## src/rtl/id_ex_reg_if.sv

```systemverilog
// ID/EX pipeline register bus: decode-side inputs, stall/flush controls,
// writeback bypass feed and the registered execute-side outputs.
interface id_ex_reg_if #(
  parameter int DATA_W = 32,
  parameter int REG_AW = 5,
  parameter int CNT_W  = 16
);
  // Stall: EX not ready, hold every field. Flush: replace contents with a
  // bubble. Flush wins over Stall; both act on the rising clock edge only.
  logic              Stall;
  logic              Flush;
  logic [DATA_W-1:0] ID_PC4, ID_ImmExt, ID_RsData, ID_RtData;
  logic [REG_AW-1:0] ID_Rs, ID_Rt, ID_Rd;
  logic [4:0]        ID_Shamt;
  logic [15:0]       ID_Ctrl;
  logic              WB_RegWrite;
  logic [REG_AW-1:0] WB_WriteAddr;
  logic [DATA_W-1:0] WB_WriteData;
  logic [DATA_W-1:0] EX_PC4, EX_ImmExt, EX_RsData, EX_RtData;
  logic [REG_AW-1:0] EX_Rs, EX_Rt, EX_Rd;
  logic [4:0]        EX_Shamt;
  logic [15:0]       EX_Ctrl;
  logic              EX_Valid;
  logic [CNT_W-1:0]  BubbleCnt;

  modport master (
    output Stall, Flush, ID_PC4, ID_ImmExt, ID_RsData, ID_RtData,
           ID_Rs, ID_Rt, ID_Rd, ID_Shamt, ID_Ctrl,
           WB_RegWrite, WB_WriteAddr, WB_WriteData,
    input  EX_PC4, EX_ImmExt, EX_RsData, EX_RtData, EX_Rs, EX_Rt, EX_Rd,
           EX_Shamt, EX_Ctrl, EX_Valid, BubbleCnt
  );

  modport slave (
    input  Stall, Flush, ID_PC4, ID_ImmExt, ID_RsData, ID_RtData,
           ID_Rs, ID_Rt, ID_Rd, ID_Shamt, ID_Ctrl,
           WB_RegWrite, WB_WriteAddr, WB_WriteData,
    output EX_PC4, EX_ImmExt, EX_RsData, EX_RtData, EX_Rs, EX_Rt, EX_Rd,
           EX_Shamt, EX_Ctrl, EX_Valid, BubbleCnt
  );
endinterface

```

## src/rtl/id_ex_reg.sv

```systemverilog
// ID/EX pipeline register with stall hold, flush bubbles and a saturating
// bubble counter. Define ID_EX_WB_BYPASS_EN to forward writeback data into operands.
module id_ex_reg #(
  parameter int DATA_W = 32,
  parameter int REG_AW = 5,
  parameter int CNT_W  = 16
) (
  input logic        clk,
  input logic        reset,
  id_ex_reg_if.slave bus
);
  logic [DATA_W-1:0] pc4Q, immQ, rsDataQ, rtDataQ;
  logic [REG_AW-1:0] rsQ, rtQ, rdQ;
  logic [4:0]        shamtQ;
  logic [15:0]       ctrlQ;
  logic              validQ;
  logic [CNT_W-1:0]  cntQ;

  // Operand values chosen for a load edge and for a stall edge.
  logic [DATA_W-1:0] rsLoad, rtLoad, rsHold, rtHold;

`ifdef ID_EX_WB_BYPASS_EN
  logic wbLive;
  assign wbLive = bus.WB_RegWrite && (bus.WB_WriteAddr != '0);

  always_comb begin
    rsLoad = bus.ID_RsData;
    rtLoad = bus.ID_RtData;
    rsHold = rsDataQ;
    rtHold = rtDataQ;
    if (wbLive && (bus.WB_WriteAddr == bus.ID_Rs)) rsLoad = bus.WB_WriteData;
    if (wbLive && (bus.WB_WriteAddr == bus.ID_Rt)) rtLoad = bus.WB_WriteData;
    // Refresh held operands so a long stall never leaves stale values.
    if (wbLive && (bus.WB_WriteAddr == rsQ)) rsHold = bus.WB_WriteData;
    if (wbLive && (bus.WB_WriteAddr == rtQ)) rtHold = bus.WB_WriteData;
  end
`else
  // The register file reads write-first, so no forwarding is needed here.
  assign rsLoad = bus.ID_RsData;
  assign rtLoad = bus.ID_RtData;
  assign rsHold = rsDataQ;
  assign rtHold = rtDataQ;

  logic unusedWb;
  assign unusedWb = ^{bus.WB_RegWrite, bus.WB_WriteAddr, bus.WB_WriteData};
`endif

  always_ff @(posedge clk) begin
    if (reset) begin
      pc4Q    <= '0;
      immQ    <= '0;
      rsDataQ <= '0;
      rtDataQ <= '0;
      rsQ     <= '0;
      rtQ     <= '0;
      rdQ     <= '0;
      shamtQ  <= '0;
      ctrlQ   <= '0;
      validQ  <= 1'b0;
      cntQ    <= '0;
    end else if (bus.Flush) begin
      // A bubble carries an all-zero control bundle: no side effects.
      pc4Q    <= '0;
      immQ    <= '0;
      rsDataQ <= '0;
      rtDataQ <= '0;
      rsQ     <= '0;
      rtQ     <= '0;
      rdQ     <= '0;
      shamtQ  <= '0;
      ctrlQ   <= '0;
      validQ  <= 1'b0;
      if (cntQ != '1) cntQ <= cntQ + CNT_W'(1);
    end else if (bus.Stall) begin
      rsDataQ <= rsHold;
      rtDataQ <= rtHold;
    end else begin
      pc4Q    <= bus.ID_PC4;
      immQ    <= bus.ID_ImmExt;
      rsDataQ <= rsLoad;
      rtDataQ <= rtLoad;
      rsQ     <= bus.ID_Rs;
      rtQ     <= bus.ID_Rt;
      rdQ     <= bus.ID_Rd;
      shamtQ  <= bus.ID_Shamt;
      ctrlQ   <= bus.ID_Ctrl;
      validQ  <= 1'b1;
    end
  end

  assign bus.EX_PC4    = pc4Q;
  assign bus.EX_ImmExt = immQ;
  assign bus.EX_RsData = rsDataQ;
  assign bus.EX_RtData = rtDataQ;
  assign bus.EX_Rs     = rsQ;
  assign bus.EX_Rt     = rtQ;
  assign bus.EX_Rd     = rdQ;
  assign bus.EX_Shamt  = shamtQ;
  assign bus.EX_Ctrl   = ctrlQ;
  assign bus.EX_Valid  = validQ;
  assign bus.BubbleCnt = cntQ;
endmodule

```

## src/flat_wrapper.sv

```systemverilog
// flat-port wrapper written by rule: the top's interface ports become plain ports
module id_ex_reg_flat 
#(
  parameter int DATA_W = 32,
  parameter int REG_AW = 5,
  parameter int CNT_W  = 16
)
  (clk, reset, bus_Stall, bus_Flush, bus_ID_PC4, bus_ID_ImmExt, bus_ID_RsData, bus_ID_RtData, bus_ID_Rs, bus_ID_Rt, bus_ID_Rd, bus_ID_Shamt, bus_ID_Ctrl, bus_WB_RegWrite, bus_WB_WriteAddr, bus_WB_WriteData, bus_EX_PC4, bus_EX_ImmExt, bus_EX_RsData, bus_EX_RtData, bus_EX_Rs, bus_EX_Rt, bus_EX_Rd, bus_EX_Shamt, bus_EX_Ctrl, bus_EX_Valid, bus_BubbleCnt);
  id_ex_reg_if #(.DATA_W(DATA_W), .REG_AW(REG_AW), .CNT_W(CNT_W)) bus_i ();
  input logic clk;
  input logic reset;
  input wire logic [$bits(bus_i.Stall)-1:0] bus_Stall;
  input wire logic [$bits(bus_i.Flush)-1:0] bus_Flush;
  input wire logic [$bits(bus_i.ID_PC4)-1:0] bus_ID_PC4;
  input wire logic [$bits(bus_i.ID_ImmExt)-1:0] bus_ID_ImmExt;
  input wire logic [$bits(bus_i.ID_RsData)-1:0] bus_ID_RsData;
  input wire logic [$bits(bus_i.ID_RtData)-1:0] bus_ID_RtData;
  input wire logic [$bits(bus_i.ID_Rs)-1:0] bus_ID_Rs;
  input wire logic [$bits(bus_i.ID_Rt)-1:0] bus_ID_Rt;
  input wire logic [$bits(bus_i.ID_Rd)-1:0] bus_ID_Rd;
  input wire logic [$bits(bus_i.ID_Shamt)-1:0] bus_ID_Shamt;
  input wire logic [$bits(bus_i.ID_Ctrl)-1:0] bus_ID_Ctrl;
  input wire logic [$bits(bus_i.WB_RegWrite)-1:0] bus_WB_RegWrite;
  input wire logic [$bits(bus_i.WB_WriteAddr)-1:0] bus_WB_WriteAddr;
  input wire logic [$bits(bus_i.WB_WriteData)-1:0] bus_WB_WriteData;
  output wire logic [$bits(bus_i.EX_PC4)-1:0] bus_EX_PC4;
  output wire logic [$bits(bus_i.EX_ImmExt)-1:0] bus_EX_ImmExt;
  output wire logic [$bits(bus_i.EX_RsData)-1:0] bus_EX_RsData;
  output wire logic [$bits(bus_i.EX_RtData)-1:0] bus_EX_RtData;
  output wire logic [$bits(bus_i.EX_Rs)-1:0] bus_EX_Rs;
  output wire logic [$bits(bus_i.EX_Rt)-1:0] bus_EX_Rt;
  output wire logic [$bits(bus_i.EX_Rd)-1:0] bus_EX_Rd;
  output wire logic [$bits(bus_i.EX_Shamt)-1:0] bus_EX_Shamt;
  output wire logic [$bits(bus_i.EX_Ctrl)-1:0] bus_EX_Ctrl;
  output wire logic [$bits(bus_i.EX_Valid)-1:0] bus_EX_Valid;
  output wire logic [$bits(bus_i.BubbleCnt)-1:0] bus_BubbleCnt;
  assign bus_i.Stall = bus_Stall;
  assign bus_i.Flush = bus_Flush;
  assign bus_i.ID_PC4 = bus_ID_PC4;
  assign bus_i.ID_ImmExt = bus_ID_ImmExt;
  assign bus_i.ID_RsData = bus_ID_RsData;
  assign bus_i.ID_RtData = bus_ID_RtData;
  assign bus_i.ID_Rs = bus_ID_Rs;
  assign bus_i.ID_Rt = bus_ID_Rt;
  assign bus_i.ID_Rd = bus_ID_Rd;
  assign bus_i.ID_Shamt = bus_ID_Shamt;
  assign bus_i.ID_Ctrl = bus_ID_Ctrl;
  assign bus_i.WB_RegWrite = bus_WB_RegWrite;
  assign bus_i.WB_WriteAddr = bus_WB_WriteAddr;
  assign bus_i.WB_WriteData = bus_WB_WriteData;
  assign bus_EX_PC4 = bus_i.EX_PC4;
  assign bus_EX_ImmExt = bus_i.EX_ImmExt;
  assign bus_EX_RsData = bus_i.EX_RsData;
  assign bus_EX_RtData = bus_i.EX_RtData;
  assign bus_EX_Rs = bus_i.EX_Rs;
  assign bus_EX_Rt = bus_i.EX_Rt;
  assign bus_EX_Rd = bus_i.EX_Rd;
  assign bus_EX_Shamt = bus_i.EX_Shamt;
  assign bus_EX_Ctrl = bus_i.EX_Ctrl;
  assign bus_EX_Valid = bus_i.EX_Valid;
  assign bus_BubbleCnt = bus_i.BubbleCnt;
  id_ex_reg #(.DATA_W(DATA_W), .REG_AW(REG_AW), .CNT_W(CNT_W)) u_core (.clk(clk), .reset(reset), .bus(bus_i));
endmodule
```

## config.mk

```make
export PLATFORM = sky130hd
export DESIGN_NAME = id_ex_reg_flat
export DESIGN_NICKNAME = d
export VERILOG_FILES = /design/src/rtl/id_ex_reg_if.sv /design/src/rtl/id_ex_reg.sv /design/src/flat_wrapper.sv
export SDC_FILE = /design/constraint.sdc
export NUM_CORES = 1
export LEC_CHECK = 0
export ABC_AREA = 1
export CORE_AREA = 5 5 154 141
export CTS_CLUSTER_SIZE = 25
export DETAILED_ROUTE_END_ITERATION = 7
export DIE_AREA = 0 0 159 146
export GPL_ROUTABILITY_DRIVEN = 1
export GPL_TIMING_DRIVEN = 0
export HOLD_SLACK_MARGIN = 0.02
export PLACE_DENSITY = 0.84
export SLEW_MARGIN = 15
export SYNTH_ARGS = -nofsm -noshare
export SYNTH_HDL_FRONTEND = slang
export SYNTH_SLANG_ARGS = --single-unit
```

## constraint.sdc

```tcl
create_clock -name clk -period 1.47 [get_ports clk]
set_clock_uncertainty 0.05 [all_clocks]
set_input_delay 0.294 -clock clk [delete_from_list [all_inputs] [get_ports clk]]
set_output_delay 0.294 -clock clk [all_outputs]
set_load 0.02 [all_outputs]
```

# --- After elaboration in Yosys (flattened, before gate mapping) ---
# Index checks and enable logic that the tools add are counted.
# W data, S select, Z words.
totals:
  word_cells: 15
  ff_bits: 181
classes:
  n_eq_ne: 1
  n_addsub: 1
  reduce_logical: 2
op_table:
  columns: ["op", "count"]
  rows:
  - ["$add A16 B1 Y16 const B", 1]
  - ["$ne A16 B16 Y1 const B", 1]
  - ["$reduce_and A2 Y1", 1]
  - ["$reduce_or A2 Y1", 1]

# --- Longest topological paths before layout ---
# Gate-level depths: netlist (run 1).
logic_depth:
  depth_word: 2
  mapped_depth: 10
  depth_no_buf: 10

# --- Worst setup path before layout (run 1) ---
# OpenSTA, ideal clock, no wires.
synth_path:
  path_type: "flip-flop to flip-flop"
  start: "register u_core.cntQ[0], in the netlist u_core.bus.BubbleCnt[0]"
  end: "register u_core.cntQ[12], in the netlist u_core.bus.BubbleCnt[12]"
  setup_ns: 0.117
  arrival_ns: 1.392
  required_time_ns: 1.303
  n_path_buf: 0
  setup_slack_ns: -0.089
  stages_incl_launch_ff: 9
  synth_period_minus_slack_ns: 1.559
  cell_sequence: "dfxtp_1 ha_1 nand2_1 nor2_2 nand2_2 nor2_4 nand2_1 nor3_1 nor2_1"
synth_between:
  elab_chain_len: 2
synth_rtl:
  columns: ["element", "line", "rtl"]
  rows:
  - ["from (decl)", "id_ex_reg.sv:17", "logic [CNT_W-1:0] cntQ;"]
  - ["from (signal assigned)", "id_ex_reg.sv:73", "if (cntQ != '1) cntQ <= cntQ + CNT_W'(1);"]
  - ["branches (longest 2 deep; another with $add A16 B1 Y16)", null, null]
# Several ways; the timed one is not identified.
# A chain may end at the register's enable or synchronous reset.

# --- Worst setup path in the final report (run 1) ---
layout_path:
  start: "register u_core.immQ[11], in the netlist u_core.bus.EX_ImmExt[11]"
  end: "output bus_EX_ImmExt[11]"
layout_rtl:
  columns: ["element", "line", "rtl"]
  rows:
  - ["from (decl)", "id_ex_reg.sv:12", "logic [DATA_W-1:0] pc4Q, immQ, rsDataQ, rtDataQ;"]
  - ["from (signal assigned)", "id_ex_reg.sv:79", "immQ <= bus.ID_ImmExt;"]
  - ["to (decl)", "flat_wrapper.sv:27", "output wire logic [$bits(bus_i.EX_ImmExt)-1:0] bus_EX_ImmExt;"]
# No word-level cell between the ends.

==> results of run 1 <==
[placed cells by master, fill, tap and decap left out, drive strengths merged, types with 2 or more instances in the layout]
cell type        n
nand2          376
dfxtp          181
a21oi          172
clkdlybuf4s50  165
clkdlybuf4s15  119
clkbuf          93
nor2            46
buf             28
inv             24
dlygate4sd2     16
nand3           14
nor3             4
clkinv           4
nand4            2
o21ai            2
bufinv           2
clkinvlp         2
dlymetal6s2s     2
[metrics by stage]
| stage | area [um2] | std cells | util (%) | worst slack [ps] | total power [mW] |
|---|---|---|---|---|---|
| floorplan | 6660 | 875 | - | 17.6 | 5.82 |
| global placement | 10500 | 1478 | 52.8 | -598 | 6.71 |
| detailed placement | 10500 | 1478 | 52.8 | -583 | 6.73 |
| CTS | 11100 | 1511 | 55.9 | -2.22 | 11.3 |
| global route | 11000 | 1511 | 55.7 | 0.00400 | 11.7 |
| finish | 11000 | 1511 | 55.7 | 33.5 | 11.3 |
[logic make-up after synthesis]
kind of cell,after synthesis
XOR/XNOR,1
adder cells (fa/ha/maj),1
AO/OA/AOI/OAI,174
buffers and inverters,74
flip-flops,181
AND/OR/NAND/NOR,444
[worst max path at each step]
stage	slack, ps	endpoint	depth (start not counted)
global placement	-600	u_core.bus.EX_RsData[23]	6
global route	0.004	bus_EX_Shamt[4]	1
floorplan	20	u_core.bus.BubbleCnt[12]	8
CTS	-2	bus_BubbleCnt[6]	1
finish	30	bus_EX_ImmExt[11]	1
detailed placement	-580	u_core.bus.EX_RsData[23]	6
[layer usage]
layer  GRT usage [%]  wire length [um]
met5               0                 0
met4            7.08               716
met3            5.92              1730
met2            34.4             12100
met1            23.7              9850
[state kept, by name, summed over array words and instances (netlist names)]
| name | flops |
|---|---|
| u_core.bus.EX_RsData | 32 |
| u_core.bus.EX_Shamt | 5 |
| u_core.bus.EX_PC4 | 32 |
| u_core.bus.EX_RtData | 32 |
| u_core.bus.EX_Rd | 5 |
| u_core.bus.EX_Rs | 5 |
| u_core.bus.EX_Rt | 5 |
| u_core.bus.BubbleCnt | 16 |
| u_core.bus.EX_Valid | 1 |
| u_core.bus.EX_Ctrl | 16 |
| u_core.bus.EX_ImmExt | 32 |
[worst register-to-register path: stages (launching register included)]
cell and delay, ps:
dfxtp_4 370, ha_4 150, nand3_2 140, nor2_4 170
nand3_4 150, a21oi_1 180, nor2_1 60
[layout make-up]
class | instances | area, um2
plain buffers | 55 | 323
clock inverters | 13 | 166
repair buffers | 349 | 3280
fillers | 1828 | 8770
multi-input cells | 620 | 2770
well taps | 255 | 319
clock buffers | 19 | 443
flip-flops and latches | 181 | 3650
inverters | 19 | 73.8
[power by group]
part | total [mW] | internal (mW) | switching (mW)
combinational | 1.43 | 0.719 | 0.714
sequential | 5.13 | 5.04 | 0.0830
clock | 4.71 | 2.62 | 2.09
[timing repair]
action / 4_1_cts / 5_1_grt
gates cloned: 0 / 0
setup endpoints to repair: 340 / 285
gates resized for setup: 329 / 193
buffers inserted: 1 / 0
pin swaps: 3 / 4
==> summary.md, run 1 <==
| Metric | Value |
|---|---|
| Status | finished clean |
| Pwr dens | 1020 nW/um2 |
| Synth Area in Compound Gates | 13.1% |
| Worst-Skew Late Latency | 420 ps |
| Combinational family with the most area after synthesis | simple AND/OR/NAND/NOR gates |
| Largest cells by area after synthesis | dfxtp_1 54%, nand2_1 21%, a21oi_1 13% |
| DRC | 0 |
| Max-slew violations | 0 |
| R2R Setup Slk | 90 ps |
| Bufs and invs on worst path | 1 |
| RR Endpoint | u_core.bus.BubbleCnt[13] |
| Htree depth | 4 |
| Initial Util | 33.6% |
| Drt wl/cell | 16.1 um |
| Synth area leader | dfxtp_1 |
| Share of cells above drive strength 1 | 16.7% |
| Root buffer cell | clkbuf_16 |
| Delay-heaviest family, CP | buffers and inverters |
| Row count | 49 |
| Final GP Congestion | 0.887 |
| Mapped Area | 6660 um2 |
| Number of vias per cell | 4.67 |
| Synth cell count leaders | 367 x nand2_1, 181 x dfxtp_1, 172 x a21oi_1, 33 x nor2_1, 28 x clkbuf_1 |
| Die Y-Extent | 146 um |
| Seq/Total Area, Yosys | 54.4% |
| Vias in the first global route | 6759 |
| Worst Setup End Kind | output pin |
| Cells after Synth | 875 |
| Hold WC Path Type | in -> reg |
| Most common cell in the synthesized netlist | nand2_1 |
| Classification of the worst setup path | reg -> out |
| GRT Overall Usage | 20.0% |
| R2R cell count | 6 |
| Final setup TNS | 0 ps |
| Reg2reg start | u_core.bus.BubbleCnt[1] |
| DRT iter0 DRCs | 509 |
| Die area | 23200 um2 |
| Global-route wire length before repair | 37.4 mm |
| Post-synth cell types | 25 |
| Hold wc startpoint | reset |
| Port bufs | 348 |
| TritonRoute pass-1 iters | 5 |
| CP startpoint | u_core.bus.EX_ImmExt[11] |
| Clock tree from TritonCTS | yes |
| P&R area growth vs syn | 65.7% |
| Maximum clock rate | 696 MHz |
| CP arrival | 1090 ps |
| Peak supply drop | 665 uV |
| Crit start category | register |
| Synth Area in Simple Gates | 27.5% |
| Hold-critical path endpoint | u_core.bus.BubbleCnt[10] |
| Antenna viol nets, final | 0 |
| Fin. Hold Viols | 0 |
| Cell leakage power | 4.56 nW |
| Unrepaired setup endpoints after global routing | false |
| N_diodes | 0 |
| Post-synth net total | 1082 |
| Total Nets Final | 1450 |
| IO Pins | 387 |
| Number of antenna violations at the first check in global routing | 0 |
| FF+latch count, synth | 181 |
| Relative slew slack | 70.2% |
| Mean Syn Cell Area | 7.61 um2 |
| Post-synth EDFFs | 0 |
| WP data required | 1130 ps |
| Main flop type after synthesis | dfxtp_1 |
| CTS hold repair buffers | 0 |
| Post-Synth Adder-Cell Area | 0.188% |
| WL final | 24.4 mm |
| Clock sink total | 181 |
| Async SR Flop Fraction | 0% |
| Syn. warnings | 0 |
| Routed via count | 7050 |
| Num CTS Buffers | 17 |
| Final worst path period need | 1440 ps |
| Max Root-Sink Buffers | 2 |
| Worst Max-Slew Pin Slew | 447 ps |
| Clock slew seen by the registers of the worst setup and hold paths | 70 ps |
| CP Max Fanout | 2 |
| Critical path's slowest cell | dlygate4sd2_1 |
| Fin Hold WS | 146 ps |
| Crit-path max cell delay | 340 ps |
| Die W | 159 um |
| Dpl hpwl | 19.0 mm |
| Post-synthesis mux area share | 0% |
| Remaining Overflow, GRT | 0 |
| Core Region | 19800 um2 |
| Crit-path cells | dlygate4sd2_1 |
| Final period util | 97.7% |
| Share of Yosys cell area claimed by the top area cell type | 54.4% |
| Hold path cells | 2 |
| Max cap viols | 0 |
| Synth Area in XOR/XNOR | 0.132% |
| Pin count of the biggest net entering global routing | 18 |
| Final setup fails | 0 |
(Power assumes the default switching activity.)
==> run 2, diff against run 1 <==
--- a/config.mk
+++ b/config.mk
@@ -6,14 +6,15 @@
 export NUM_CORES = 1
 export LEC_CHECK = 0
 export ABC_AREA = 1
-export CORE_AREA = 5 5 154 141
+export CORE_AREA = 5 5 149 151
 export CTS_CLUSTER_SIZE = 25
 export DETAILED_ROUTE_END_ITERATION = 7
-export DIE_AREA = 0 0 159 146
+export DIE_AREA = 0 0 154 156
+export DONT_BUFFER_PORTS = 1
 export GPL_ROUTABILITY_DRIVEN = 1
 export GPL_TIMING_DRIVEN = 0
 export HOLD_SLACK_MARGIN = 0.02
-export PLACE_DENSITY = 0.84
+export PLACE_DENSITY = 0.57
 export SLEW_MARGIN = 15
 export SYNTH_ARGS = -nofsm -noshare
 export SYNTH_HDL_FRONTEND = slang
==> summary.md, run 2 (same netlist as run 1, synthesis figures left out) <==
| Metric | Value |
|---|---|
| Status | finished clean (unchanged) |
| Reg2reg start | u_core.bus.BubbleCnt[0] (was u_core.bus.BubbleCnt[1]) |
| Root buffer cell | clkbuf_16 (unchanged) |
| Clock slew seen by the registers of the worst setup and hold paths | 80 ps (was 70 ps) |
| DRC | 0 (unchanged) |
| Crit-path max cell delay | 420 ps (was 340 ps) |
| Switching share of power | 26.6% (was 25.6%) |
| Leading cell type in the layout, fill and taps excluded | nand2_1 (unchanged) |
| Drt wl/cell | 17.6 um (was 16.1 um) |
| FF+latch area | 3660 um2 (was 3650 um2) |
| Internal power | 8.14 mW (was 8.38 mW) |
| Placed cell area | 7010 um2 (was 10500 um2) |
| WL final | 23.8 mm (was 24.4 mm) |
| Final worst path period need | 1470 ps (was 1440 ps) |
| Classification of the worst setup path | reg -> reg (was reg -> out) |
| Final period util | 99.7% (was 97.7%) |
| Post-layout util | 45.4% (was 55.7%) |
| Pre-CTS setup slack | -187 ps (was -583 ps) |
| Clock sink total | 181 (unchanged) |
| Filler cells | 2042 (was 1828) |
| Post-placement cell count | 1150 (was 1478) |
| Most frequent cells in the layout | 364 x nand2_1, 172 x a21oi_1, 166 x dlygate4sd3_1 (was 364 x nand2_1, 171 x a21oi_1, 166 x dfxtp_1) |
| Hold wc startpoint | reset (unchanged) |
| P&R area growth vs syn | 41.2% (was 65.7%) |
| Remaining Overflow, GRT | 0 (unchanged) |
| Die Y-Extent | 156 um (was 146 um) |
| TritonRoute pass-1 iters | 7 (was 5) |
| Pin count of the biggest net entering global routing | 19 (was 18) |
| Share of cells above drive strength 1 | 10.4% (was 16.7%) |
| Final Cell Area | 9400 um2 (was 11000 um2) |
| Vias in the first global route | 6460 (was 6759) |
| Maximum clock rate | 683 MHz (was 696 MHz) |
| Unrepaired setup endpoints after global routing | true (was false) |
| Peak supply drop | 687 uV (was 665 uV) |
| Clock tree from TritonCTS | yes (unchanged) |
| Row count | 53 (was 49) |
| Pwr dens | 1180 nW/um2 (was 1020 nW/um2) |
| Global-route wire length before repair | 35.9 mm (was 37.4 mm) |
| N_diodes | 0 (unchanged) |
| P_sw | 2.95 mW (was 2.89 mW) |
| Worst-Skew Late Latency | 420 ps (about the same) |
| Max Root-Sink Buffers | 2 (unchanged) |
| WP data required | 1740 ps (was 1130 ps) |
| Share of total power in combinational logic | 8.5% (was 12.7%) |
| Final setup margin | 4.89 ps (was 33.5 ps) |
| Max cap viols | 0 (unchanged) |
| Bufs and invs on worst path | 1 (unchanged) |
| DRT iter0 DRCs | 409 (was 509) |
| Number of antenna violations at the first check in global routing | 0 (unchanged) |
| Routed via count | 6557 (was 7050) |
| Total Nets Final | 1269 (was 1450) |
| CP arrival | 1730 ps (was 1090 ps) |
| Dpl hpwl | 16.7 mm (was 19.0 mm) |
| Clk pwr share | 43.3% (was 41.8%) |
| CP Max Fanout | 5 (was 2) |
| Number of vias per cell | 4.86 (was 4.67) |
| Final setup fails | 0 (unchanged) |
| Fin. Hold Viols | 0 (unchanged) |
| GRT Overall Usage | 18.7% (was 20.0%) |
| Final GP Congestion | 0.872 (was 0.887) |
| Htree depth | 4 (unchanged) |
| Cell leakage power | 3.64 nW (was 4.56 nW) |
| Antenna viol nets, final | 0 (unchanged) |
| Max-slew violations | 0 (unchanged) |
| Hold WC Path Type | in -> reg (unchanged) |
| Core Region | 20700 um2 (was 19800 um2) |
| Reg power frac | 48.3% (was 45.5%) |
| Num CTS Buffers | 17 (unchanged) |
| Delay-heaviest family, CP | simple AND/OR/NAND/NOR gates (was buffers and inverters) |
| Port bufs | 0 (was 348) |
| Critical path's slowest cell | dfxtp_4 (was dlygate4sd2_1) |
| Final cell count without fillers | 1350 (was 1511) |
| Worst Max-Slew Pin Slew | 645 ps (was 447 ps) |
| Initial Util | 32.2% (was 33.6%) |
| Crit-path cells | ha_4, nand2_4, nor2_4, nand2_4, nor2_4, nor2_4, nand2_1, nand2_1, nand2_1, inv_1 (was dlygate4sd2_1) |
| Crit start category | register (unchanged) |
| Die area | 24000 um2 (was 23200 um2) |
| Multi-input combinational cell area | 2790 um2 (was 2770 um2) |
| IO Pins | 387 (unchanged) |
| Die W | 154 um (was 159 um) |
| Worst Setup End Kind | register (was output pin) |
| Relative slew slack | 57.0% (was 70.2%) |
| CP startpoint | u_core.bus.BubbleCnt[0] (was u_core.bus.EX_ImmExt[11]) |
[run 2: path summary, 6_finish.rpt]
kind	to	slack, ps	depth (start not counted)
hold reg to reg	u_core.bus.BubbleCnt[0]	520	2
setup / recovery	u_core.bus.BubbleCnt[4]	5	10
setup reg to reg	u_core.bus.BubbleCnt[4]	5	10
hold / removal	u_core.bus.BubbleCnt[12]	50	3
[run 2: cell type report]
cell class	instances	share of cell area, %
Clock inverter	14	1.96
Timing Repair Buffer	168	17.8
Multi-Input combinational cell	620	29.7
Inverter	19	0.758
Tap cell	275	3.66
Sequential cell	181	38.9
Buffer	55	2.55
Clock buffer	18	4.67
[run 2: power groups by stage]
stage	clock network (mW)	registers, mW	logic, mW
after floorplan	0	5.42	0.400
after global placement	0	5.47	0.535
after detailed placement	0	5.47	0.544
after CTS	4.90	5.36	0.924
after global routing	5.11	5.37	1.03
final	4.80	5.35	0.937
[run 2: per-stage QoR]
stage / total power, mW / TNS (ps) / hold WS [ps]
after detailed placement: 6.02 / -2640 / 314
after CTS: 11.2 / 0 / 27.0
after floorplan: 5.82 / 0 / 311
after global placement: 6.01 / -2420 / 314
final: 11.1 / 0 / 45.4
after global routing: 11.5 / -852 / 40.3
[run 2: repair_timing]
item / CTS / global route
gates resized for setup: 22 / 13
buffers inserted: 0 / 2
hold endpoints to repair: 167 / 0
hold buffers: 166 / 0
pin swaps: 3 / 6
setup endpoints to repair: 16 / 16
[run 2: routing by layer]
metal	wire, um	vias up	share of wire [%]	global-route usage [%]
li1	-	3167	-	-
met2	11800	284	50	31.5
met3	2070	54	8.7	6.66
met4	661	0	2.8	7.28
met1	9270	3052	39	21.8
met5	0	-	0	0
[run 2: worst register-to-register path: cells and delay by family, from the launching register on]
| kind | cells | cell delay [ps] |
|---|---|---|
| flops | 1 | 420 |
| simple gates | 8 | 680 |
| fa+ha+maj | 1 | 190 |
| buf+inv | 1 | 30 |
